==> config.mk <==
export PLATFORM = sky130hd
export DESIGN_NAME = armleocpu_unsigned_multiplier
export DESIGN_NICKNAME = d
export VERILOG_FILES = /design/src/rtl/armleocpu_unsigned_multiplier_pkg.sv /design/src/rtl/armleocpu_unsigned_multiplier_step.sv /design/src/rtl/armleocpu_unsigned_multiplier.sv
export SDC_FILE = /design/constraint.sdc
export NUM_CORES = 1
export LEC_CHECK = 0
export CORE_ASPECT_RATIO = 1.5
export CORE_MARGIN = 2
export CORE_UTILIZATION = 50
export CTS_CLUSTER_SIZE = 16
export DETAILED_ROUTE_END_ITERATION = 10
export GPL_ROUTABILITY_DRIVEN = 0
export GPL_TIMING_DRIVEN = 0
export MAX_ROUTING_LAYER = met4
export PLACE_DENSITY_LB_ADDON = 0.1
export SLEW_MARGIN = 20
export SYNTH_ARGS = -nofsm -noshare
export SYNTH_HDL_FRONTEND = slang
export SYNTH_SLANG_ARGS = --single-unit
==> constraint.sdc <==
create_clock -name clk -period 6.4 [get_ports clk]
set_clock_uncertainty 0.2 [all_clocks]
set_input_delay 0.64 -clock clk [delete_from_list [all_inputs] [get_ports clk]]
set_output_delay 0.64 -clock clk [all_outputs]
set_load 0.01 [all_outputs]
==> src/rtl/armleocpu_unsigned_multiplier_pkg.sv <==
// Shared definitions for the 32x32->64 sequential unsigned multiplier.
// Build option: ARMLEOCPU_MULTIPLIER_RADIX4_EN selects two multiplier bits per cycle.
package armleocpu_defines;

  typedef enum logic {
    STATE_IDLE = 1'b0,
    STATE_CALC = 1'b1
  } state_t;

`ifdef ARMLEOCPU_MULTIPLIER_RADIX4_EN
  localparam int unsigned STEP = 2;
`else
  localparam int unsigned STEP = 1;
`endif

  localparam int unsigned ITERATIONS = 32 / STEP;
  localparam int unsigned CNT_W      = $clog2(ITERATIONS);
  localparam logic [CNT_W-1:0] CNT_LAST = CNT_W'(ITERATIONS - 1);

  // Counter runs down from CNT_LAST, so the bit position consumed is derived from how far it has run.
  function automatic logic [5:0] bit_index(input logic [CNT_W-1:0] cnt);
    return 6'(32'(CNT_LAST - cnt) * STEP);
  endfunction

endpackage

==> src/rtl/armleocpu_unsigned_multiplier_step.sv <==
// One partial-product accumulation: acc + (factor0 * bits) << bit_idx.
// STEP-wide slice of the multiplier (0..1x or 0..3x factor0 per cycle).
module armleocpu_multiplier_step
  import armleocpu_defines::*;
(
  input  logic [63:0]     acc_i,
  input  logic [31:0]     factor0_i,
  input  logic [STEP-1:0] bits_i,
  input  logic [5:0]      bit_idx_i,
  output logic [63:0]     acc_o
);

  logic [63:0] pp;

  always_comb begin
    pp    = ({32'b0, factor0_i} * 64'(bits_i)) << bit_idx_i;
    acc_o = acc_i + pp;
  end

endmodule

==> src/rtl/armleocpu_unsigned_multiplier.sv <==
// Sequential 32x32->64 unsigned shift-add multiplier, constant latency.
// Build option: ARMLEOCPU_MULTIPLIER_RADIX4_EN halves the CALC phase (16 cycles instead of 32).
module armleocpu_unsigned_multiplier
  import armleocpu_defines::*;
(
  input  logic        clk,
  input  logic        rst,
  input  logic        valid,
  input  logic [31:0] factor0,
  input  logic [31:0] factor1,
  output logic        ready,
  output logic [63:0] result
);

  state_t           state_q, state_d;
  logic [CNT_W-1:0] cnt_q, cnt_d;
  logic [31:0]      f0_q, f0_d;
  logic [31:0]      mul_q, mul_d;
  logic [63:0]      acc_q, acc_d;
  logic [63:0]      result_q, result_d;
  logic             ready_q, ready_d;
  logic [63:0]      acc_next;
  logic [5:0]       bit_idx;

  assign bit_idx = bit_index(cnt_q);

  armleocpu_multiplier_step u_step (
    .acc_i     (acc_q),
    .factor0_i (f0_q),
    .bits_i    (mul_q[STEP-1:0]),
    .bit_idx_i (bit_idx),
    .acc_o     (acc_next)
  );

  always_comb begin
    state_d  = state_q;
    cnt_d    = cnt_q;
    f0_d     = f0_q;
    mul_d    = mul_q;
    acc_d    = acc_q;
    result_d = result_q;
    ready_d  = 1'b0;
    unique case (state_q)
      STATE_IDLE: begin
        if (valid) begin
          f0_d    = factor0;
          mul_d   = factor1;
          acc_d   = '0;
          cnt_d   = CNT_LAST;
          state_d = STATE_CALC;
        end
      end
      STATE_CALC: begin
        acc_d = acc_next;
        mul_d = mul_q >> STEP;
        // The last step's sum goes straight to result so ready lands on the final CALC edge.
        if (cnt_q == '0) begin
          state_d  = STATE_IDLE;
          ready_d  = 1'b1;
          result_d = acc_next;
        end else begin
          cnt_d = cnt_q - CNT_W'(1);
        end
      end
      default: state_d = STATE_IDLE;
    endcase
  end

  always_ff @(posedge clk) begin
    if (rst) begin
      state_q  <= STATE_IDLE;
      cnt_q    <= '0;
      f0_q     <= '0;
      mul_q    <= '0;
      acc_q    <= '0;
      result_q <= '0;
      ready_q  <= 1'b0;
    end else begin
      state_q  <= state_d;
      cnt_q    <= cnt_d;
      f0_q     <= f0_d;
      mul_q    <= mul_d;
      acc_q    <= acc_d;
      result_q <= result_d;
      ready_q  <= ready_d;
    end
  end

  assign ready  = ready_q;
  assign result = result_q;

endmodule

==> results of run 1 <==
-- synth_stat cells, drive strengths merged (3+ instances only) --
cell type and number:
or2 5, a21o 51, mux2i 64, and2 10, nand4b 6, o211ai 7, or3 6, a31oi 20
xnor2 35, dfxtp 199, o22ai 20, a21boi 3, o21a 9, nand3 46, o21ai 94, nor3 24
nand2 253, inv 27, mux4 27, a21oi 223, xor2 23, nand4 26, mux2 3, nand2b 9
nand3b 7, buf 21, clkbuf 113, a211o 10, o21bai 11, o31ai 6, nor2b 9, a211oi 9
a22o 19, ha 65, nor2 184, nor4b 3, or4 8, and3 9, nor3b 30
-- sequential cells by signal, summed over array words and instances, names as in the netlist --
register,count
mul_q,32
result,64
state_q,1
acc_q,64
ready,1
f0_q,32
cnt_q,5
-- cell type report --
type / instances / area, sq um / share of cell area, %
multi-input cells: 1364 / 8627 / 55.57
clock buffers: 20 / 446.7 / 2.877
plain buffers: 134 / 510.5 / 3.288
flip-flops and latches: 199 / 3984 / 25.66
well taps: 333 / 416.7 / 2.684
inverters: 27 / 101.3 / 0.6529
clock inverters: 12 / 126.4 / 0.8141
repair buffers: 131 / 1311 / 8.447
-- metrics by stage --
step / total power (W) / worst slack [ns] / utilization [%]
2_1_floorplan: 0.001787 / 1.508 / -
3_3_place_gp: 0.001999 / 0.5896 / 57.81
3_5_place_dp: 0.002008 / 0.5187 / 57.83
4_1_cts: 0.003089 / 0.5007 / 60.04
5_1_grt: 0.003206 / 0.01222 / 60.04
6_report: 0.003095 / 0.3564 / 60.04
-- final timing paths --
check | slack [ns] | cells after the start | end | from
max reg2reg | 0.36 | 22 | result[50]$_SDFFE_PP0P_ | cnt_q[0]$_SDFFE_PP0P_
min | 0.25 | 2 | result[24]$_SDFFE_PP0P_ | result[24]$_SDFFE_PP0P_
min reg2reg | 0.25 | 2 | result[24]$_SDFFE_PP0P_ | result[24]$_SDFFE_PP0P_
max | 0.36 | 22 | result[50]$_SDFFE_PP0P_ | cnt_q[0]$_SDFFE_PP0P_
-- routing by layer --
layer / vias up / GRT usage, % / wire (um)
met5: - / - / 0
met4: 0 / 18.42 / 2564
met3: 175 / 4.648 / 2573
met2: 556 / 53.41 / 20720
met1: 6328 / 35.03 / 16550
li1: 6461 / - / -
-- power breakdown --
part | internal, W | switching [W]
combinational | 0.000242 | 0.000436
clock | 0.000585 | 0.000512
sequential | 0.00128 | 0.0000359
-- critical path: cells and delay by family, from the launching register on --
family,cells,cell delay (ns)
compound gates,8,1.83
fa+ha+maj,1,0.29
buf+inv,4,1.25
flops,1,0.36
mux,1,0.40
simple gates,8,1.62
-- cell families (layout without fill, tap and decap cells) --
group           count (synthesis)  in the layout
mux                            94             94
flops                         199            199
xor+xnor                       58             58
compound gates                508            508
fa+ha+maj                      66             66
buf+inv                       161            324
simple gates                  638            638
==> results_dict.tcl, run 1 <==
set metrics [dict create \
    synth_edf_count 0 \
    die-area_sq_um 27780 \
    cts_tree "yes" \
    numCtsBuffers 17 \
    grt_pass1_wl_um 66550 \
    yosys.area.top_type "dfxtp_1" \
    synthMuxAreaShare_pct 9.703 \
    ys_top_cells_by_area "dfxtp_1, a21oi_1, nand2_1" \
    synth_compound_area_share_pct 23.41 \
    synth_xor_area_share_pct 3.843 \
    max_freq_ghz 0.1655 \
    diodes 0 \
    synth_top_family_by_area "compound AO/OA/AOI/OAI gates" \
    synth.avg_cell_area_sq_um 7.667 \
    min_period_over_period_pct 94.43 \
    timing.final.hold_violations 0 \
    clk_pin_slew_worst_paths_ns 0.07 \
    viasPerCell 6.090 \
    cts_sinks 199 \
    drt-wirelength-per-cell_um 19.10 \
    required_ns 6.59 \
    cp-end-kind "flop" \
    ys_types 74 \
    final_design_area_no_fill_sq_um 15520 \
    post-place-cells 2188 \
    antenna_found_initial 0 \
    ios 132 \
    worstSetupPathType "flop to flop" \
    hold_buffers 0 \
    grt_overflow 0 \
    synth_ff_type "dfxtp_1" \
    cp.arrival_ns 6.23 \
    worst_slew_pin_slew_ns 1.143 \
    final_layout_size_suffix_gt1_share_pct 4.452 \
    die_x_um 136.8 \
    critPathLaunchType "flop" \
    fillers 2453 \
    netlist_area_sq_um 13220 \
    synth_top_area_share_pct 30.14 \
    period_needed_ns 6.044 \
    final_common_cell "nand2_1" \
    final_nets 2007 \
    wirelength_um 42410 \
    cts_resized 0 \
    drt_iter0_drc 1003 \
    start_util_pct 51.12 \
    finalSetupTns_ns 0 \
    p_per_area_nw_per_um2 199.3 \
    syn_to_final_growth_pct 17.45 \
    critPathSlowestCell "o21ai_0" \
    num_rows 72 \
    grt_max_degree 17 \
    root_buffer "clkbuf_16" \
    worstPathCellList "buf_1, buf_2, mux2_2, nand2_1, o22ai_1, o21ai_0, nor2_1, a21oi_1, nor2_1, ha_1, buf_2, nand4_1, o211ai_1, a21oi_1, nor3_2, o21ai_2, and4_4, o2111a_1, or2_1, buf_2, or4_1, a31oi_1" \
    die_height_um 203.1 \
    async_reset_ff_share_pct 0 \
    place_hpwl_um 33210 \
    hold_class "flop to flop" \
    setup_viol 0 \
    rsz0062_at_grt "no" \
    vias 13520 \
    slew_violations 0 \
    synthSimpleGateAreaFrac_pct 21.97 \
    yosysWarningCount 0 \
    cts_buffer_depth 2 \
    maxCapViolCount 0 \
    synth_cells 1724 \
    drt_first_pass_iters 6 \
    final_cell_mix "nand2_1, a21oi_1, dfxtp_1, nor2_1, clkdlybuf4s50_1" \
    clock_latency_ns 0.47 \
    status "complete, no violations" \
    htree_levels 4 \
    crit_fanout 10 \
    synth.net_count 1857 \
    post_cts_buffers 0 \
    synth-seq-cells 199 \
    grt_pass1_vias 12960 \
    ant_nets 0 \
    synth_fa_ha_area_share_pct 6.304 \
    whs_ns 0.2536 \
    peakVddDrop_mv 0.2189 \
    io_buffers 131 \
    grtUsageTotal_pct 31.61 \
    p_leak_nw 6.102 \
    seq_area_frac_synth_pct 30.14 \
    crit_top_cell "buf_2" \
    fp.coreArea_sq_um 25850 \
    placed_area_sq_um 14950 \
    slew_headroom_pct 23.78 \
    fin_cells 2220 \
    max_stage_delay_ns 0.57 \
    drc 0 \
]
Note: power is estimated with default switching activity, not from simulation.
==> run 2: changes to the inputs <==
Settings changed: SETUP_SLACK_MARGIN set to 0.05.
==> results_dict.tcl, run 2 (synthesis results as in run 1) <==
set metrics [dict create \
    grt_max_degree 17 \
    crit_buf_inv 3 \
    critPathTopFamily "compound AO/OA/AOI/OAI gates" \
    hold_class "flop to flop" \
    ant_nets 0 \
    ff2ff_path_depth 19 \
    critPathSlowestCell "clkbuf_1" \
    ios 132 \
    worstPathCellList "clkbuf_1, clkbuf_1, mux4_2, nand3_1, o21ai_0, mux2i_1, o21ai_0, ha_1, clkbuf_1, nand2_1, o21ai_0, nor2_1, and2_1, a21oi_1, o211ai_1, a22oi_1, a21o_1, nor4b_1, a211o_1" \
    rr_endpoint "result[59]$_SDFFE_PP0P_" \
    final_nets 2007 \
    drt_iter0_drc 1007 \
    post-place-cells 2188 \
    slew_headroom_pct 24.11 \
    drc 0 \
    crit_start "cnt_q[1]$_SDFFE_PP0P_" \
    grt_pass1_vias 12960 \
    maxCapViolCount 0 \
    power_w 0.003093 \
    drt_first_pass_iters 6 \
    worstSetupPathType "flop to flop" \
    whs_ns 0.2536 \
    start_util_pct 51.12 \
    seq_area_sq_um 3984 \
    cp.arrival_ns 5.98 \
    p_per_area_nw_per_um2 199.3 \
    max_freq_ghz 0.1719 \
    min_period_over_period_pct 90.92 \
    die_height_um 203.1 \
    peakVddDrop_mv 0.2192 \
    cts_buffer_depth 2 \
    clock_latency_ns 0.47 \
    reg2reg_slack_ns 0.58 \
    viasPerCell 6.075 \
    num_rows 72 \
    critPathLaunchType "flop" \
    syn_to_final_growth_pct 17.46 \
    reg2reg_from "cnt_q[1]$_SDFFE_PP0P_" \
    die-area_sq_um 27780 \
    period_needed_ns 5.819 \
    final_cell_mix "nand2_1, a21oi_1, dfxtp_1, nor2_1, clkdlybuf4s50_1" \
    timing.final.hold_violations 0 \
    place_hpwl_um 33210 \
    grtUsageTotal_pct 31.61 \
    slew_violations 0 \
    path_depth 19 \
    diodes 0 \
    finalSetupTns_ns 0 \
    cts_tree "yes" \
    antenna_found_initial 0 \
    crit_fanout 10 \
    status "complete, no violations" \
    cp-end-kind "flop" \
    fp.coreArea_sq_um 25850 \
    multiInputGateArea_sq_um 8627 \
    io_buffers 131 \
    setup_viol 0 \
    fin_cells 2220 \
    post_cts_buffers 0 \
    final_layout_size_suffix_gt1_share_pct 4.505 \
    p_leak_nw 6.105 \
    cts_sinks 199 \
    max_stage_delay_ns 0.46 \
    grt_pass1_wl_um 66550 \
    grt_overflow 0 \
    fillers 2452 \
    wirelength_um 42360 \
    cp-endpoint "result[59]$_SDFFE_PP0P_" \
    vias 13490 \
    die_x_um 136.8 \
    numCtsBuffers 17 \
    rsz0062_at_grt "no" \
    final_common_cell "nand2_1" \
    root_buffer "clkbuf_16" \
    worst_slew_pin_slew_ns 1.138 \
    htree_levels 4 \
    required_ns 6.57 \
    drt-wirelength-per-cell_um 19.08 \
    clk_pin_slew_worst_paths_ns 0.07 \
]
## run 2: changes by cell type in the layout (fill, tap and decap cells not counted)
cell      previous run  this run
clkbuf_2             0         1
buf_1               15        14
## run 2: layer usage
layer | global-route usage, % | vias up | part of all wire (%)
met5 | - | - | 0
met4 | 18.42 | 0 | 6.0
met3 | 4.648 | 167 | 6.1
met2 | 53.41 | 547 | 49
met1 | 35.03 | 6309 | 39
li1 | - | 6463 | -
## run 2: power breakdown
group / switching (W) / internal [W] / total, W
clock network: 0.000512 / 0.000585 / 0.00110
registers: 0.0000358 / 0.00128 / 0.00132
logic: 0.000435 / 0.000242 / 0.000676
total: 0.000983 / 0.00211 / 0.00309
## run 2: area by class of cell
| type | count | area share [%] |
|---|---|---|
| clock inverter | 12 | 0.8140 |
| multi-input combinational | 1364 | 55.57 |
| inverter | 27 | 0.6528 |
| timing repair buffer | 131 | 8.446 |
| sequential | 199 | 25.66 |
| tap | 333 | 2.684 |
| clock buffer | 20 | 2.877 |
| buffer | 134 | 3.296 |
## run 2: worst min-delay path by stage
stage / from / endpoint / cells past startpoint
6_report: result[24]$_SDFFE_PP0P_ / result[24]$_SDFFE_PP0P_ / 2
5_1_grt: result[13]$_SDFFE_PP0P_ / result[13]$_SDFFE_PP0P_ / 2
4_1_cts: result[24]$_SDFFE_PP0P_ / result[24]$_SDFFE_PP0P_ / 2
3_5_place_dp: result[24]$_SDFFE_PP0P_ / result[24]$_SDFFE_PP0P_ / 2
3_3_place_gp: result[12]$_SDFFE_PP0P_ / result[12]$_SDFFE_PP0P_ / 2
2_1_floorplan: acc_q[49]$_SDFFE_PP0P_ / acc_q[49]$_SDFFE_PP0P_ / 2
## run 2: what timing repair did
item | 4_1_cts | 5_1_grt
hold buffers | 0 | 0
resized for setup | 0 | 1
setup endpoints to repair | 0 | 1
## run 2: per-stage QoR
stage / cell area (sq um) / worst slack, ns / util (%)
after floorplan: 13220 / 1.508 / -
after global placement: 14950 / 0.5896 / 57.81
after detailed placement: 14950 / 0.5187 / 57.83
after CTS: 15520 / 0.5007 / 60.04
after global routing: 15520 / 0.3115 / 60.05
final: 15520 / 0.5811 / 60.05
## run 2: worst reg2reg max path: stages (launching register included)
cell	delay, ns
dfxtp_1	0.35
clkbuf_1	0.46
clkbuf_1	0.45
mux4_2	0.44
nand3_1	0.10
o21ai_0	0.17
mux2i_1	0.33
o21ai_0	0.23
ha_1	0.34
clkbuf_1	0.27
nand2_1	0.14
o21ai_0	0.33
nor2_1	0.09
and2_1	0.18
a21oi_1	0.42
o211ai_1	0.19
a22oi_1	0.39
a21o_1	0.25
nor4b_1	0.07
a211o_1	0.30
==> run 3: changes to the inputs <==
Settings changed: CORE_UTILIZATION 50 to 58.
Clock period 6.4 ns to 6.1 ns, I/O delays scaled along.
==> results_dict.tcl, run 3 (synthesis results as in run 1) <==
set metrics [dict create \
    status "complete, no violations" \
    num_rows 67 \
    clk_pin_slew_worst_paths_ns 0.07 \
    syn_to_final_growth_pct 16.59 \
    io_buffers 131 \
    post-place-cells 2131 \
    vias 13670 \
    cp-end-kind "flop" \
    final_layout_size_suffix_gt1_share_pct 4.401 \
    grtUsageTotal_pct 35.75 \
    ios 132 \
    p_leak_nw 6.088 \
    rsz0062_at_grt "no" \
    die-area_sq_um 24040 \
    drc 0 \
    place_hpwl_um 32120 \
    power_w 0.003159 \
    viasPerCell 6.323 \
    clock_latency_ns 0.46 \
    htree_levels 4 \
    final_common_cell "nand2_1" \
    critPathLaunchType "flop" \
    min_period_over_period_pct 95.06 \
    required_ns 6.24 \
    cts_tree "yes" \
    antenna_found_initial 0 \
    final_core_util_pct 68.85 \
    start_util_pct 59.05 \
    worst_slew_pin_slew_ns 1.180 \
    grt_overflow 0 \
    p_per_area_nw_per_um2 205.0 \
    cp.arrival_ns 5.94 \
    numCtsBuffers 17 \
    finalSetupTns_ns 0 \
    hold_class "flop to flop" \
    cts_sinks 199 \
    wirelength_um 41750 \
    worstSetupPathType "flop to flop" \
    reg2reg_slack_ns 0.30 \
    final_nets 2007 \
    die_x_um 127.3 \
    drt_first_pass_iters 6 \
    grt_max_degree 17 \
    fp.coreArea_sq_um 22380 \
    fillers 1911 \
    drt_iter0_drc 1354 \
    setup_viol 0 \
    grt_pass1_wl_um 66600 \
    timing.final.hold_violations 0 \
    root_buffer "clkbuf_16" \
    slew_violations 0 \
    diodes 0 \
    crit_fanout 10 \
    slew_headroom_pct 21.32 \
    final_cell_mix "nand2_1, a21oi_1, dfxtp_1, nor2_1, clkdlybuf4s50_1" \
    maxCapViolCount 0 \
    grt_pass1_vias 13210 \
    cts_buffer_depth 2 \
    fin_cells 2162 \
    max_freq_ghz 0.1725 \
    peakVddDrop_mv 0.2199 \
    die_height_um 188.9 \
    period_needed_ns 5.799 \
    drt-wirelength-per-cell_um 19.31 \
    ant_nets 0 \
]
## run 3: final cells by class
cell class                 instances  area [sq um]  share of cell area, %
tap                              276         345.3                  2.241
inverter                          27         101.3                 0.6576
buffer                           134         514.2                  3.337
timing repair buffer             131          1311                  8.509
clock inverter                     8         50.05                 0.3248
clock buffer                      23         478.0                  3.101
multi-input combinational       1364          8627                  55.98
sequential                       199          3984                  25.85
## run 3: per-stage QoR
step	cell area (sq um)	hold WS, ns	worst slack (ns)
after floorplan	13220	0.2297	1.208
after global placement	14870	0.2406	0.3599
after detailed placement	14880	0.2456	0.2479
after CTS	15410	0.2554	0.2016
after global routing	15410	0.2649	0.06469
final	15410	0.2525	0.3013
## run 3: repair_timing
| item | CTS | global route |
|---|---|---|
| hold buffers | 0 | 0 |
| buffers inserted | 0 | 0 |
| gates resized for setup | 0 | 2 |
| endpoints found under the setup margin | 0 | 28 |
## run 3: path summary, 6_finish.rpt
path,startpoint,end,cells after the start
max,cnt_q[1]$_SDFFE_PP0P_,result[59]$_SDFFE_PP0P_,18
min,result[25]$_SDFFE_PP0P_,result[25]$_SDFFE_PP0P_,2
max reg2reg,cnt_q[1]$_SDFFE_PP0P_,result[59]$_SDFFE_PP0P_,18
min reg2reg,result[25]$_SDFFE_PP0P_,result[25]$_SDFFE_PP0P_,2
## run 3: report_power, final
part           switching [W]  internal [W]  leakage (nW)
Clock               0.000509      0.000549         0.263
Sequential         0.0000389       0.00135          1.62
Combinational       0.000460      0.000254          4.21
Total                0.00101       0.00215          6.09
## run 3: layer usage
| metal | routed length, um | GRT usage, % |
|---|---|---|
| met1 | 15930 | 40.14 |
| met2 | 20020 | 58.89 |
| met3 | 3197 | 6.810 |
| met4 | 2597 | 21.17 |
| met5 | 0 | - |
## run 3: critical path, cell delays in order, from the launching register on
cell and delay [ns]:
dfxtp_1 0.38, clkbuf_1 0.47, clkbuf_1 0.49, mux4_2 0.42, nand3_1 0.10, o21ai_0 0.12
o21ai_0 0.36, mux2i_1 0.24, ha_1 0.33, clkbuf_1 0.29, nand4_1 0.20, nor3_1 0.40
o211ai_1 0.14, a21oi_1 0.40, o211ai_1 0.18, a22oi_1 0.34, a21o_1 0.24, nor4b_1 0.07
a211o_1 0.30
